===== src/rtl/md_k2h_packer.sv =====
// md_k2h_packer
//   Packs 192-bit particle records from the MD core into 512-bit AXI-Stream
//   beats, two records per beat, for the kernel-to-host stream. A packet is
//   started by a one-cycle start pulse carrying the record count and TDEST.
//   The final beat of a packet is flagged with tlast and may carry only one
//   record; done pulses for one cycle once the packet is complete.
//
// Ports
//   ap_clk, ap_rst        clock, synchronous active-high reset
//   start                 one-cycle packet start (ignored unless idle)
//   num_records, dest     record count and TDEST, sampled on start
//   rec_tdata/tvalid/tready   upstream record stream
//   M_AXIS_k2h_*          downstream AXI-Stream master
//   busy, done            status: not idle / one-cycle completion pulse
//   beat_count            output handshake counter (only with MD_PACK_STATS_EN)
//
// Build option
//   MD_PACK_STATS_EN      adds the saturating beat_count output
module md_k2h_packer #(
  parameter int AXIS_TDATA_WIDTH      = 512,
  parameter int REC_WIDTH             = 192,
  parameter int STREAMING_TDEST_WIDTH = 16
) (
  input  logic                               ap_clk,
  input  logic                               ap_rst,
  input  logic                               start,
  input  logic [31:0]                        num_records,
  input  logic [STREAMING_TDEST_WIDTH-1:0]   dest,
  input  logic [REC_WIDTH-1:0]               rec_tdata,
  input  logic                               rec_tvalid,
  output logic                               rec_tready,
  output logic [AXIS_TDATA_WIDTH-1:0]        M_AXIS_k2h_tdata,
  output logic [AXIS_TDATA_WIDTH/8-1:0]      M_AXIS_k2h_tkeep,
  output logic                               M_AXIS_k2h_tvalid,
  output logic                               M_AXIS_k2h_tlast,
  output logic [STREAMING_TDEST_WIDTH-1:0]   M_AXIS_k2h_tdest,
  input  logic                               M_AXIS_k2h_tready,
  output logic                               busy,
`ifdef MD_PACK_STATS_EN
  output logic [31:0]                        beat_count,
`endif
  output logic                               done
);

  localparam int KEEP_W = AXIS_TDATA_WIDTH / 8;
  localparam int REC_B  = REC_WIDTH / 8;
  localparam int PAD_W  = AXIS_TDATA_WIDTH - 2 * REC_WIDTH;

  localparam logic [KEEP_W-1:0] KEEP_ONE = {{(KEEP_W - REC_B){1'b0}}, {REC_B{1'b1}}};
  localparam logic [KEEP_W-1:0] KEEP_TWO = {{(KEEP_W - 2 * REC_B){1'b0}}, {(2 * REC_B){1'b1}}};

  typedef enum logic [1:0] {
    S_IDLE    = 2'd0,
    S_COLLECT = 2'd1,
    S_SEND    = 2'd2,
    S_FINISH  = 2'd3
  } state_t;

  state_t                           state_q, state_d;
  logic [31:0]                      remaining_q, remaining_d;
  logic [STREAMING_TDEST_WIDTH-1:0] dest_q, dest_d;
  logic [REC_WIDTH-1:0]             rec0_q, rec0_d;
  logic [REC_WIDTH-1:0]             rec1_q, rec1_d;
  logic [1:0]                       cnt_q, cnt_d;   // records held in the slot buffer

  logic rec_accept;
  logic beat_hs;

  assign rec_accept = rec_tvalid && (state_q == S_COLLECT);
  assign beat_hs    = M_AXIS_k2h_tready && (state_q == S_SEND);

  always_ff @(posedge ap_clk) begin
    if (ap_rst) begin
      state_q     <= S_IDLE;
      remaining_q <= '0;
      dest_q      <= '0;
      rec0_q      <= '0;
      rec1_q      <= '0;
      cnt_q       <= '0;
    end else begin
      state_q     <= state_d;
      remaining_q <= remaining_d;
      dest_q      <= dest_d;
      rec0_q      <= rec0_d;
      rec1_q      <= rec1_d;
      cnt_q       <= cnt_d;
    end
  end

  always_comb begin
    state_d = state_q;
    case (state_q)
      S_IDLE:    if (start) state_d = (num_records == 32'd0) ? S_FINISH : S_COLLECT;
      // Leave as soon as the beat is full or the packet has no records left.
      S_COLLECT: if (rec_accept && (cnt_q == 2'd1 || remaining_q == 32'd1)) state_d = S_SEND;
      S_SEND:    if (M_AXIS_k2h_tready) state_d = (remaining_q == 32'd0) ? S_FINISH : S_COLLECT;
      S_FINISH:  state_d = S_IDLE;
      default:   state_d = S_IDLE;
    endcase
  end

  always_comb begin
    remaining_d = remaining_q;
    dest_d      = dest_q;
    rec0_d      = rec0_q;
    rec1_d      = rec1_q;
    cnt_d       = cnt_q;
    if (state_q == S_IDLE && start && num_records != 32'd0) begin
      remaining_d = num_records;
      dest_d      = dest;
      rec0_d      = '0;
      rec1_d      = '0;
      cnt_d       = '0;
    end else if (rec_accept) begin
      if (cnt_q == 2'd0) rec0_d = rec_tdata;
      else               rec1_d = rec_tdata;
      cnt_d       = cnt_q + 2'd1;
      remaining_d = remaining_q - 32'd1;
    end else if (beat_hs && remaining_q != 32'd0) begin
      // Clearing the upper slot keeps a trailing single-record beat zero-padded.
      rec0_d = '0;
      rec1_d = '0;
      cnt_d  = '0;
    end
  end

  always_comb begin
    rec_tready        = (state_q == S_COLLECT);
    M_AXIS_k2h_tvalid = (state_q == S_SEND);
    M_AXIS_k2h_tlast  = (state_q == S_SEND) && (remaining_q == 32'd0);
    M_AXIS_k2h_tdata  = {{PAD_W{1'b0}}, rec1_q, rec0_q};
    M_AXIS_k2h_tdest  = dest_q;
    busy              = (state_q != S_IDLE);
    done              = (state_q == S_FINISH);
    case (cnt_q)
      2'd1:    M_AXIS_k2h_tkeep = KEEP_ONE;
      2'd2:    M_AXIS_k2h_tkeep = KEEP_TWO;
      default: M_AXIS_k2h_tkeep = '0;
    endcase
  end

`ifdef MD_PACK_STATS_EN
  logic [31:0] beat_count_q, beat_count_d;

  function automatic logic [31:0] sat_inc(input logic [31:0] v);
    return (v == 32'hFFFF_FFFF) ? v : v + 32'd1;
  endfunction

  always_comb begin
    beat_count_d = beat_hs ? sat_inc(beat_count_q) : beat_count_q;
  end

  always_ff @(posedge ap_clk) begin
    if (ap_rst) beat_count_q <= '0;
    else        beat_count_q <= beat_count_d;
  end

  assign beat_count = beat_count_q;
`endif

endmodule

===== config.mk =====
export PLATFORM = sky130hd
export DESIGN_NAME = md_k2h_packer
export DESIGN_NICKNAME = d
export VERILOG_FILES = /design/src/rtl/md_k2h_packer.sv
export SDC_FILE = /design/constraint.sdc
export NUM_CORES = 1
export LEC_CHECK = 0
export ABC_AREA = 1
export CAP_MARGIN = 15
export CORE_ASPECT_RATIO = 0.5
export CORE_MARGIN = 3
export CORE_UTILIZATION = 25
export CTS_CLUSTER_DIAMETER = 80
export DETAILED_ROUTE_END_ITERATION = 12
export HOLD_SLACK_MARGIN = 0.1
export PLACE_DENSITY = 0.57
export SYNTH_ARGS = -nofsm -noshare
export SYNTH_HDL_FRONTEND = slang
export SYNTH_SLANG_ARGS = --single-unit

===== constraint.sdc =====
create_clock -name ap_clk -period 4.1 [get_ports ap_clk]
set_input_delay 1.23 -clock ap_clk [delete_from_list [all_inputs] [get_ports ap_clk]]
set_output_delay 1.23 -clock ap_clk [all_outputs]
set_load 0.1 [all_outputs]

# Word level (Yosys, flattened, before mapping)
# Index checks and enable logic that the tools add are counted.
# totals
word_cells	56
output_inout_bits	597
reg_bits	436
in_bits	245
# classes
addsub	2
reduce_logical	21
muxes	16
n_eq_ne	11
# op_table
cell	count
$mux 192	5
$pmux 48 s2	1
$logic_not 32->1	2
$mux 32	2
$reduce_bool 32->1	2
$eq 32x1->1 const B	1
$sub 32x1->32 const B	1
$mux 2	7
$pmux 2 s4	1
$logic_and 1x1->1	7
$eq 2x2->1 const B	3
$ne 2x1->1 const B	3
$reduce_bool 2->1	3
$eq 2x1->1 const B	2
$logic_not 2->1	2
$ne 2x2->1 const B	2
$reduce_and 2->1	2
$reduce_and 3->1	1
$add 2x1->2 const B	1
$reduce_or 2->1	1
$logic_or 1x1->1	1

# Longest topological paths before layout
# Gate-level depths: netlist of run 1.
# logic_depth
depth_word	5
depth_mapped	14
depth_no_buf	12

# Worst setup path before layout of run 1
# OpenSTA, ideal clock, no wires.
# synth_timing
kind	register to output
from	reg remaining_q[0]
to	out M_AXIS_k2h_tlast
path_stages_with_launch	9
path_buffers	0
t_arrival_ns	3.021
required_time_ns	2.870
path_slack_ns	-0.151
path_cell_list	dfxtp_1 -> inv_1 -> ha_1 -> nand2_1 -> inv_2 -> nand2_2 -> nor2_2 -> nand3_1 -> nor3_1
# synth_via
elab_chain_len	2
# synth_lines
item	line_no	source
start: declaration	60	logic [31:0] remaining_q, remaining_d;
start signal: assignment	82	remaining_q <= remaining_d;
$logic_not 32->1	130	M_AXIS_k2h_tlast = (state_q == S_SEND) && (remaining_q == 32'd0);
$logic_and 1x1->1	130	
end: declaration	35	output logic M_AXIS_k2h_tlast,
# Every way passes these cells.

# Worst setup path after layout of run 1
# Same ends and word-level chain as after synthesis.

==> metrics.md, run 1 <==
| Metric | Value |
|---|---|
| Global route hottest layer | met2 |
| Crit-path max cell delay | 0.33 ns |
| Grt met1 use | 23.8% |
| Max-slew headroom | 24.3% |
| Setup tns final | 0 ns |
| Root Driver | clkbuf_16 |
| Worst min-delay path endpoint | rec0_q[29] |
| WP data arrival | roughly 2.3 ns |
| Final ANT Viol Nets | 0 |
| Hold Crit Class | flip-flop to flip-flop |
| Setup crit start kind | flip-flop |
| Drt via density | 4.34 |
| Period utilization | between 80 and 90% |
| CTS resizes | 0 |
| Residual DRC | 0 |
| First-pass GRT wire length | 139000 um |
| Worst reg2reg path depth | 12 |
| CP endpoint kind | output port |
| P per Cell Area | 412 nW/um^2 |
| Crit path cell chain | inv_1 -> ha_1 -> nand2_1 -> inv_2 -> nand2_2 -> nor2_2 -> nand3_1 -> nor3_2 -> buf_4 |
| Final nets | 4027 |
| Area growth syn-to-layout | 35.3% |
| M3 GR Usage | 2.70% |
| Top post-synthesis cells by area | dfxtp_1, nor2_1, nand2_1 |
| Worst slew pin tran | 1.13 ns |
| CTS buffer count | 48 |
| Hold wc startpoint | rec0_q[29] |
| Slowest-stage cell, CP | dfxtp_1 |
| Layout cells sized above 1 | 17.2% |
| Synth Warn # | 0 |
| Status | finished clean |
| Max-slew violation count | 0 |
| Synth cell types | 31 |
| Die height | between 200 and 250 um |
| Via Count | around 22000 |
| Initial Utilization | 25.4% |
| Largest net degree at the start of global routing | 130 |
| CTS Buffer Depth | 3 |
| Final hold slack | 0.471 ns |
| Met2 usage | 31.3% |
| Origin of the critical flop-to-flop path | remaining_q[0] |
| Reg-to-reg endpoint | rec1_q[42] |
| Most frequent cells in the layout | nor2_1, nand2_1, clkdlybuf4s50_1, dfxtp_1, inv_1 |
| Die Area | a little under 100000 um^2 |
| Detailed-placement wirelength estimate | 72500 um |
| Critical path peak fanout | 4 |
| CTS clk-pin slew, worst paths | roughly 0.06 ns |
| Final worst path period need | 3.57 ns |
| Core footprint | between 90000 and 100000 um^2 |
| Hold depth | 2 |
| Post-synthesis register bit count | 436 |
| Initial antenna violation count | 20 |
| WP data required | 2.87 ns |
| MaxCap Viol Count | 0 |
| Gr usage total | 18.9% |
| Worst skew pair latency | roughly 0.6 ns |
| Seq/Total Area, Yosys | 37.8% |
| Yosys top cell area share | approximately 38% |
| R2R setup slack | 1.47 ns |
| Post-CTS Setup Inserts | 0 |
| Drt wl/cell | 19.1 um |
| DRT Wirelength | between 90000 and 100000 um |
| GR Overflow Total | 0 |
| Syn Std Cell Area | ~23000 um^2 |
| Clock sink total | 436 |
| Hold_buf cts | 0 |
| Setup CP Type | flip-flop to output port |
| Synth area leader | dfxtp_1 |
| I/O pins | 842 |
| Most common cell after layout, fill and taps aside | nor2_1 |
| Peak VDD IR | 335 uV |
| Pleak | 0.0138 uW |
| Post-Synthesis Cells | 3244 |
| Final GP Congestion | 0.941 |
| Row count | just under 80 |
| Die Wd | 436 um |
| First-pass DRT Iterations | 5 |
| Final Hold Viols | 0 |
| H-tree Lvls | 2 |
| Vias in the first global route | approximately 21000 |
| CTS tree | yes |
| F_max | 280 MHz |
| Final Skew | 0.0258 ns |
| PortBufs | 697 |
| Unrepaired setup endpoints after global routing | no |
| Syn Area/Cell | between 7 and 8 um^2 |
| Setup violators final | 0 |
| Iteration-0 DRC Markers | 1573 |
-- state kept, by name, indices dropped and copies added (netlist names) --
name / flops
cnt_q: 2
rec0_q: 192
rec1_q: 192
remaining_q: 32
state_q: 2
M_AXIS_k2h_tdest: 16
-- final cells by class --
class | count | area [um^2]
inverter | 426 | 1610
antenna | 14 | 35.0
fill | 9666 | 59900
timing repair buffer | 762 | 7190
sequential | 436 | 8730
tap | 1240 | 1550
clock buffer | 67 | 1390
clock inverter | 18 | 211
multi-input combinational | 2103 | 10600
-- kinds of logic after synthesis --
group / after synthesis / share of synthesized area [%]
AOI/OAI and AO/OA: 435 / 11.3
xor gates and xnor gates: 20 / 0.758
buffers and inverters: 848 / 19.1
DFF: 436 / 37.8
adders and majority gates: 5 / 0.271
and+or+nand+nor: 1499 / 30.8
other: 1 / 0.0162
-- where the power goes --
part	internal, uW	switching [uW]
clock	2580	1960
combinational	847	2950
sequential	4410	132
-- worst max path at each step --
stage,cells after the start,startpoint,end,slack [ns]
CTS,9,remaining_q[0],M_AXIS_k2h_tlast,0.52
global route,3,cnt_q[0],M_AXIS_k2h_tkeep[45],0.37
detailed placement,14,num_records[8],cnt_q[0],0.29
global placement,14,num_records[8],cnt_q[0],0.24
floorplan,8,remaining_q[0],M_AXIS_k2h_tlast,0.70
finish,9,remaining_q[0],M_AXIS_k2h_tlast,0.53
-- per-stage QoR --
step                      worst slack, ns  utilization [%]  total power [uW]  cells  cell area, um^2
after floorplan                     0.698                -              7550   3387            23700
after global placement              0.244             32.5              8410   4967            29600
after detailed placement            0.288             32.5              8420   4967            29600
after CTS                           0.516             34.3             13000   5052            31200
after global routing                0.372             34.3             13400   5065            31300
final                               0.527             34.3             12900   5066            31300
-- synth_stat cells (all sizes together) --
cell type  instances
clkbuf            67
or2                2
xor2              13
xnor2              7
o21ai             25
dfxtp            436
nand4              1
a21oi            390
nand3            451
ha                 5
nand2            511
o21bai             4
a31oi             16
buf              355
nor3               3
inv              426
conb               1
nand3b             1
nor2             530
-- metal layers --
layer	vias to the layer above	wire length, um
met3	165	4710
li1	10850	-
met2	650	46200
met1	10340	40600
met5	-	13
met4	2	5110
-- critical path, delay by kind of cell (launching register included) --
kind / cells / cell delay [ns]
buf+inv: 3 / 0.54
fa+ha+maj: 1 / 0.22
simple gates: 5 / 0.67
flops: 1 / 0.33
Note: power is estimated with default switching activity, not from simulation.
==> run 2, diff against run 1 <==
--- a/config.mk
+++ b/config.mk
@@ -7,13 +7,13 @@
 export LEC_CHECK = 0
 export ABC_AREA = 1
 export CAP_MARGIN = 15
-export CORE_ASPECT_RATIO = 0.5
-export CORE_MARGIN = 3
-export CORE_UTILIZATION = 25
+export CORE_AREA = 3 3 324 326
 export CTS_CLUSTER_DIAMETER = 80
 export DETAILED_ROUTE_END_ITERATION = 12
+export DIE_AREA = 0 0 327 329
+export GPL_TIMING_DRIVEN = 0
 export HOLD_SLACK_MARGIN = 0.1
-export PLACE_DENSITY = 0.57
+export PLACE_DENSITY = 0.53
 export SYNTH_ARGS = -nofsm -noshare
 export SYNTH_HDL_FRONTEND = slang
 export SYNTH_SLANG_ARGS = --single-unit
==> constraint.sdc (replaced) <==
create_clock -name ap_clk -period 4.11 [get_ports ap_clk]
set_input_delay 1.233 -clock ap_clk [delete_from_list [all_inputs] [get_ports ap_clk]]
set_output_delay 1.233 -clock ap_clk [all_outputs]
set_load 0.1 [all_outputs]
==> metrics.md, run 2 (synthesis gave the netlist of run 1 again) <==
| Metric | Value |
|---|---|
| Setup CP Type | flip-flop to output port |
| Final GP Congestion | 0.902 |
| CP bufs+invs | 2 |
| Final ANT Viol Nets | 0 |
| Critical path peak fanout | 24 |
| Worst min-delay path endpoint | rec0_q[97] |
| Worst skew pair latency | 0.63 ns |
| Drt wl/cell | around 19 um |
| Crit path cell chain | inv_1 -> ha_1 -> clkdlybuf4s15_1 |
| Worst slack, placed | -0.449 ns |
| CTS resizes | 144 |
| Fin cells | about 5600 |
| Residual DRC | 0 |
| Vias in the first global route | 22334 |
| Core footprint | 102000 um^2 |
| Status | finished clean |
| Largest regs | rec0_q: 192 flops, rec1_q: 192 flops, remaining_q: 32 flops |
| Fin worst setup slack | 0.153 ns |
| H-tree Lvls | 2 |
| Worst slew pin tran | around 1.3 ns |
| Reg-to-reg endpoint | rec0_q[74] |
| Period utilization | 96.3% |
| CP endpoint kind | output port |
| WP data arrival | 2.72 ns |
| CTS tree | yes |
| Area growth syn-to-layout | 48.2% |
| Final Skew | around 0.024 ns |
| Gr usage total | approximately a fifth |
| DRT Wirelength | 107000 um |
| I/O pins | 842 |
| Setup violators final | 0 |
| Post-CTS Setup Inserts | 0 |
| Max-slew headroom | 16.2% |
| CTS buffer count | 57 |
| Row count | about 120 |
| Hold_buf cts | 0 |
| Final nets | 4396 |
| Detailed-placement wirelength estimate | 86200 um |
| GR Overflow Total | 0 |
| Via Count | roughly 23000 |
| CTS clk-pin slew, worst paths | 0.06 ns |
| R2R setup slack | approximately 0.86 ns |
| Hold wc startpoint | rec0_q[97] |
| Root Driver | clkbuf_16 |
| Worst reg2reg path depth | 8 |
| Setup tns final | 0 ns |
| Final Hold Viols | 0 |
| Crit-path leading delay family | buffers and inverters |
| Crit-path max cell delay | 0.93 ns |
| Pleak | 0.0148 uW |
| PortBufs | about 700 |
| Iteration-0 DRC Markers | between 1000 and 1500 |
| Layout cells sized above 1 | a little under a fifth |
| Die height | between 300 and 400 um |
| P per Cell Area | 392 nW/um^2 |
| Dpl cells | 5455 |
| Peak VDD IR | 276 uV |
| WP data required | 2.88 ns |
| Drt via density | 4.19 |
| Unrepaired setup endpoints after global routing | no |
| Final worst path period need | between 3 and 4 ns |
| Origin of the critical flop-to-flop path | state_q[0] |
| Die Area | 108000 um^2 |
| Die Wd | 327 um |
| CTS Buffer Depth | 3 |
| Initial antenna violation count | 10 |
| Slowest-stage cell, CP | clkdlybuf4s15_1 |
| Max-slew violation count | 0 |
| Hold depth | 2 |
| First-pass GRT wire length | 153000 um |
| Largest net degree at the start of global routing | 26 |
| F_max | 253 MHz |
| Setup crit start kind | flip-flop |
| Initial Utilization | 22.7% |
| Clock sink total | 436 |
| Hold Crit Class | flip-flop to flip-flop |
| MaxCap Viol Count | 0 |
| Most common cell after layout, fill and taps aside | clkdlybuf4s50_1 |
| First-pass DRT Iterations | 5 |
| Most frequent cells in the layout | clkdlybuf4s50_1, nor2_1, nand2_1, dfxtp_1, inv_1 |
-- run 2: per-stage QoR --
step	hold WS (ns)	area, um^2	utilization (%)	power, uW
after floorplan	0.461	23700	-	7540
after global placement	0.457	32300	31.7	8630
after detailed placement	0.461	32400	31.8	8630
after CTS	0.470	34300	33.6	13600
after global routing	0.485	34300	33.6	14000
final	0.468	34300	33.6	13400
-- run 2: worst min-delay path, delay by kind of cell (launching register included) --
| family | cells | cell delay [ns] |
|---|---|---|
| flip-flops | 1 | 0.31 |
| AND/OR/NAND/NOR | 1 | 0.07 |
| AO/OA/AOI/OAI | 1 | 0.04 |
-- run 2: layout make-up --
type | count | area (um^2)
Antenna cell | 2 | 5.00
Buffer | 422 | 2810
Clock buffer | 90 | 1690
Clock inverter | 16 | 106
Fill cell | 10963 | 67800
Inverter | 426 | 1600
Multi-Input combinational cell | 2103 | 10500
Sequential cell | 436 | 8730
Tap cell | 1368 | 1710
Timing Repair Buffer | 700 | 7090
-- run 2: report_power, final --
part / internal [uW] / leakage, uW / switching, uW
Combinational: 1000 / 0.0104 / 3000
Clock: 2820 / 0.000889 / 2070
Sequential: 4400 / 0.00353 / 131
-- run 2: worst max-delay path by stage --
stage,start,to,cells after the start
after floorplan,remaining_q[0],M_AXIS_k2h_tlast,8
after global placement,rec_tvalid,rec0_q[173],8
after detailed placement,rec_tvalid,rec0_q[74],7
after CTS,cnt_q[0],M_AXIS_k2h_tkeep[24],3
after global routing,cnt_q[0],M_AXIS_k2h_tkeep[24],3
final,cnt_q[0],M_AXIS_k2h_tkeep[24],3
-- run 2: layer usage --
metal  track usage (%)  wire, um  up-vias  part of all wire [%]
met1              23.7     45900    10846                    43
met4              5.80      3040        6                   2.8
met2              32.8     51500      730                    48
li1                  -         -    11622                     -
met5                 0        37        -                 0.034
met3              3.91      6880      124                   6.4
==> run 3, diff against run 2 <==
--- a/config.mk
+++ b/config.mk
@@ -9,6 +9,7 @@
 export CAP_MARGIN = 15
 export CORE_AREA = 3 3 324 326
 export CTS_CLUSTER_DIAMETER = 80
+export CTS_CLUSTER_SIZE = 25
 export DETAILED_ROUTE_END_ITERATION = 12
 export DIE_AREA = 0 0 327 329
 export GPL_TIMING_DRIVEN = 0
==> metrics.md, run 3 (synthesis gave the netlist of run 1 again) <==
| Metric | Value |
|---|---|
| Final nets | about 4400 |
| Final Hold Viols | 0 |
| Detailed-placement wirelength estimate | 86200 um |
| CP endpoint kind | output port |
| CTS tree | yes |
| Most frequent cells in the layout | clkdlybuf4s50_1, nor2_1, nand2_1, dfxtp_1, inv_1 |
| Setup CP Type | flip-flop to output port |
| Row count | around 120 |
| CP bufs+invs | 2 |
| Cell Area, Placed | 32400 um^2 |
| DRT Wirelength | 107000 um |
| Worst slew pin tran | 1.25 ns |
| Setup crit start kind | flip-flop |
| Die height | 329 um |
| Peak VDD IR | 240 uV |
| Residual DRC | 0 |
| Worst skew pair latency | 0.59 ns |
| Crit-path leading delay family | buffers and inverters |
| First-pass DRT Iterations | 6 |
| Area growth syn-to-layout | 46.0% |
| Layout cells sized above 1 | around 18% |
| Die Wd | ~330 um |
| Drt wl/cell | approximately 19 um |
| Post-CTS Setup Inserts | 0 |
| Initial antenna violation count | 10 |
| Design Area, Final | 33700 um^2 |
| Final GP Congestion | 0.902 |
| Status | finished clean |
| Critical path peak fanout | 24 |
| Die Area | ~110000 um^2 |
| Fin worst setup slack | ~0.16 ns |
| Most common cell after layout, fill and taps aside | clkdlybuf4s50_1 |
| Largest net degree at the start of global routing | 26 |
| Gr usage total | 18.9% |
| Dpl cells | 5455 |
| Iteration-0 DRC Markers | 1434 |
| Initial Utilization | 22.7% |
| Fin cells | around 5500 |
| Drt via density | 4.17 |
| WP data arrival | 2.72 ns |
| I/O pins | around 840 |
| Max-slew headroom | 16.2% |
| First-pass GRT wire length | 153000 um |
| Crit-path max cell delay | 0.94 ns |
| PortBufs | 696 |
| Hold Crit Class | flip-flop to flip-flop |
| Crit path cell chain | inv_1 -> ha_1 -> dlygate4sd2_1 |
| Final worst path period need | 3.95 ns |
| P per Cell Area | 370 nW/um^2 |
| Pleak | 0.0146 uW |
| Final hold slack | around 0.47 ns |
| Unrepaired setup endpoints after global routing | no |
| Setup violators final | 0 |
| Slowest-stage cell, CP | dlygate4sd2_1 |
| Period utilization | 96.1% |
| Vias in the first global route | 22137 |
| GR Overflow Total | 0 |
| Final Skew | 0.0277 ns |
| WP data required | 2.88 ns |
| CTS clk-pin slew, worst paths | 0.09 ns |
| Max-slew violation count | 0 |
| Largest regs | rec0_q: 192 flops, rec1_q: 192 flops, remaining_q: 32 flops |
| Power, Total | ~13000 uW |
| CTS buffer count | 36 |
| Via Count | 23028 |
| Final ANT Viol Nets | 0 |
| Core footprint | 102000 um^2 |
| CTS Buffer Depth | 3 |
| H-tree Lvls | 2 |
| Clock sink total | 436 |
| F_max | 253 MHz |
| MaxCap Viol Count | 0 |
| Root Driver | clkbuf_16 |
| Worst slack, placed | -0.449 ns |
-- run 3: cell types whose count changed in the layout (fill, tap and decap cells not counted), sizes merged --
cell | before | now
clkinv | 12 | 6
diode | 2 | 3
clkdlybuf4s15 | 48 | 47
bufinv | 0 | 2
dlygate4sd2 | 0 | 1
clkinvlp | 0 | 3
clkbuf | 157 | 107
inv | 430 | 439
-- run 3: layer usage --
layer / track usage [%] / vias to the layer above / part of all wire, %
met2: 32.8 / 682 / 48
li1: - / 11551 / -
met1: 23.6 / 10675 / 43
met5: 0 / - / 0.035
met3: 3.89 / 114 / 6.2
met4: 5.56 / 6 / 2.9
-- run 3: worst paths after layout --
path,startpoint,end,slack (ns),cells past startpoint
min reg2reg,rec0_q[90],rec0_q[90],0.47,2
min,rec0_q[90],rec0_q[90],0.47,2
max reg2reg,state_q[0],rec1_q[74],0.83,8
max,cnt_q[0],M_AXIS_k2h_tkeep[24],0.16,3
-- run 3: stage by stage --
stage	setup TNS, ns	utilization [%]
global route	0	33.1
global placement	-81.10	31.7
floorplan	0	-
CTS	0	33.1
detailed placement	-47.30	31.8
finish	0	33.1
-- run 3: worst register-to-register path: cells and delay by family (launching register included) --
kind | cells | cell delay (ns)
DFF | 1 | 0.38
buffers and inverters | 3 | 1.65
AOI/OAI and AO/OA | 1 | 0.21
and+or+nand+nor | 4 | 0.94
-- run 3: report_power, final --
group	internal [uW]	total [uW]	switching, uW
Combinational	1000	4010	3000
Sequential	4390	4520	130
Clock	1940	3970	2030
-- run 3: final cells by class --
type / instances / area, um^2
tap: 1368 / 1710
fill: 10975 / 68300
timing repair buffer: 700 / 7090
clock inverter: 24 / 329
multi-input combinational: 2103 / 10500
buffer: 422 / 2810
inverter: 426 / 1600
sequential: 436 / 8730
clock buffer: 40 / 957
antenna: 3 / 7.51
-- run 3: what timing repair did --
action                     in CTS  in global routing
setup endpoints to repair      49                  2
hold buffers                    0                  0
hold endpoints to repair        0                  0
resized for setup             144                  1
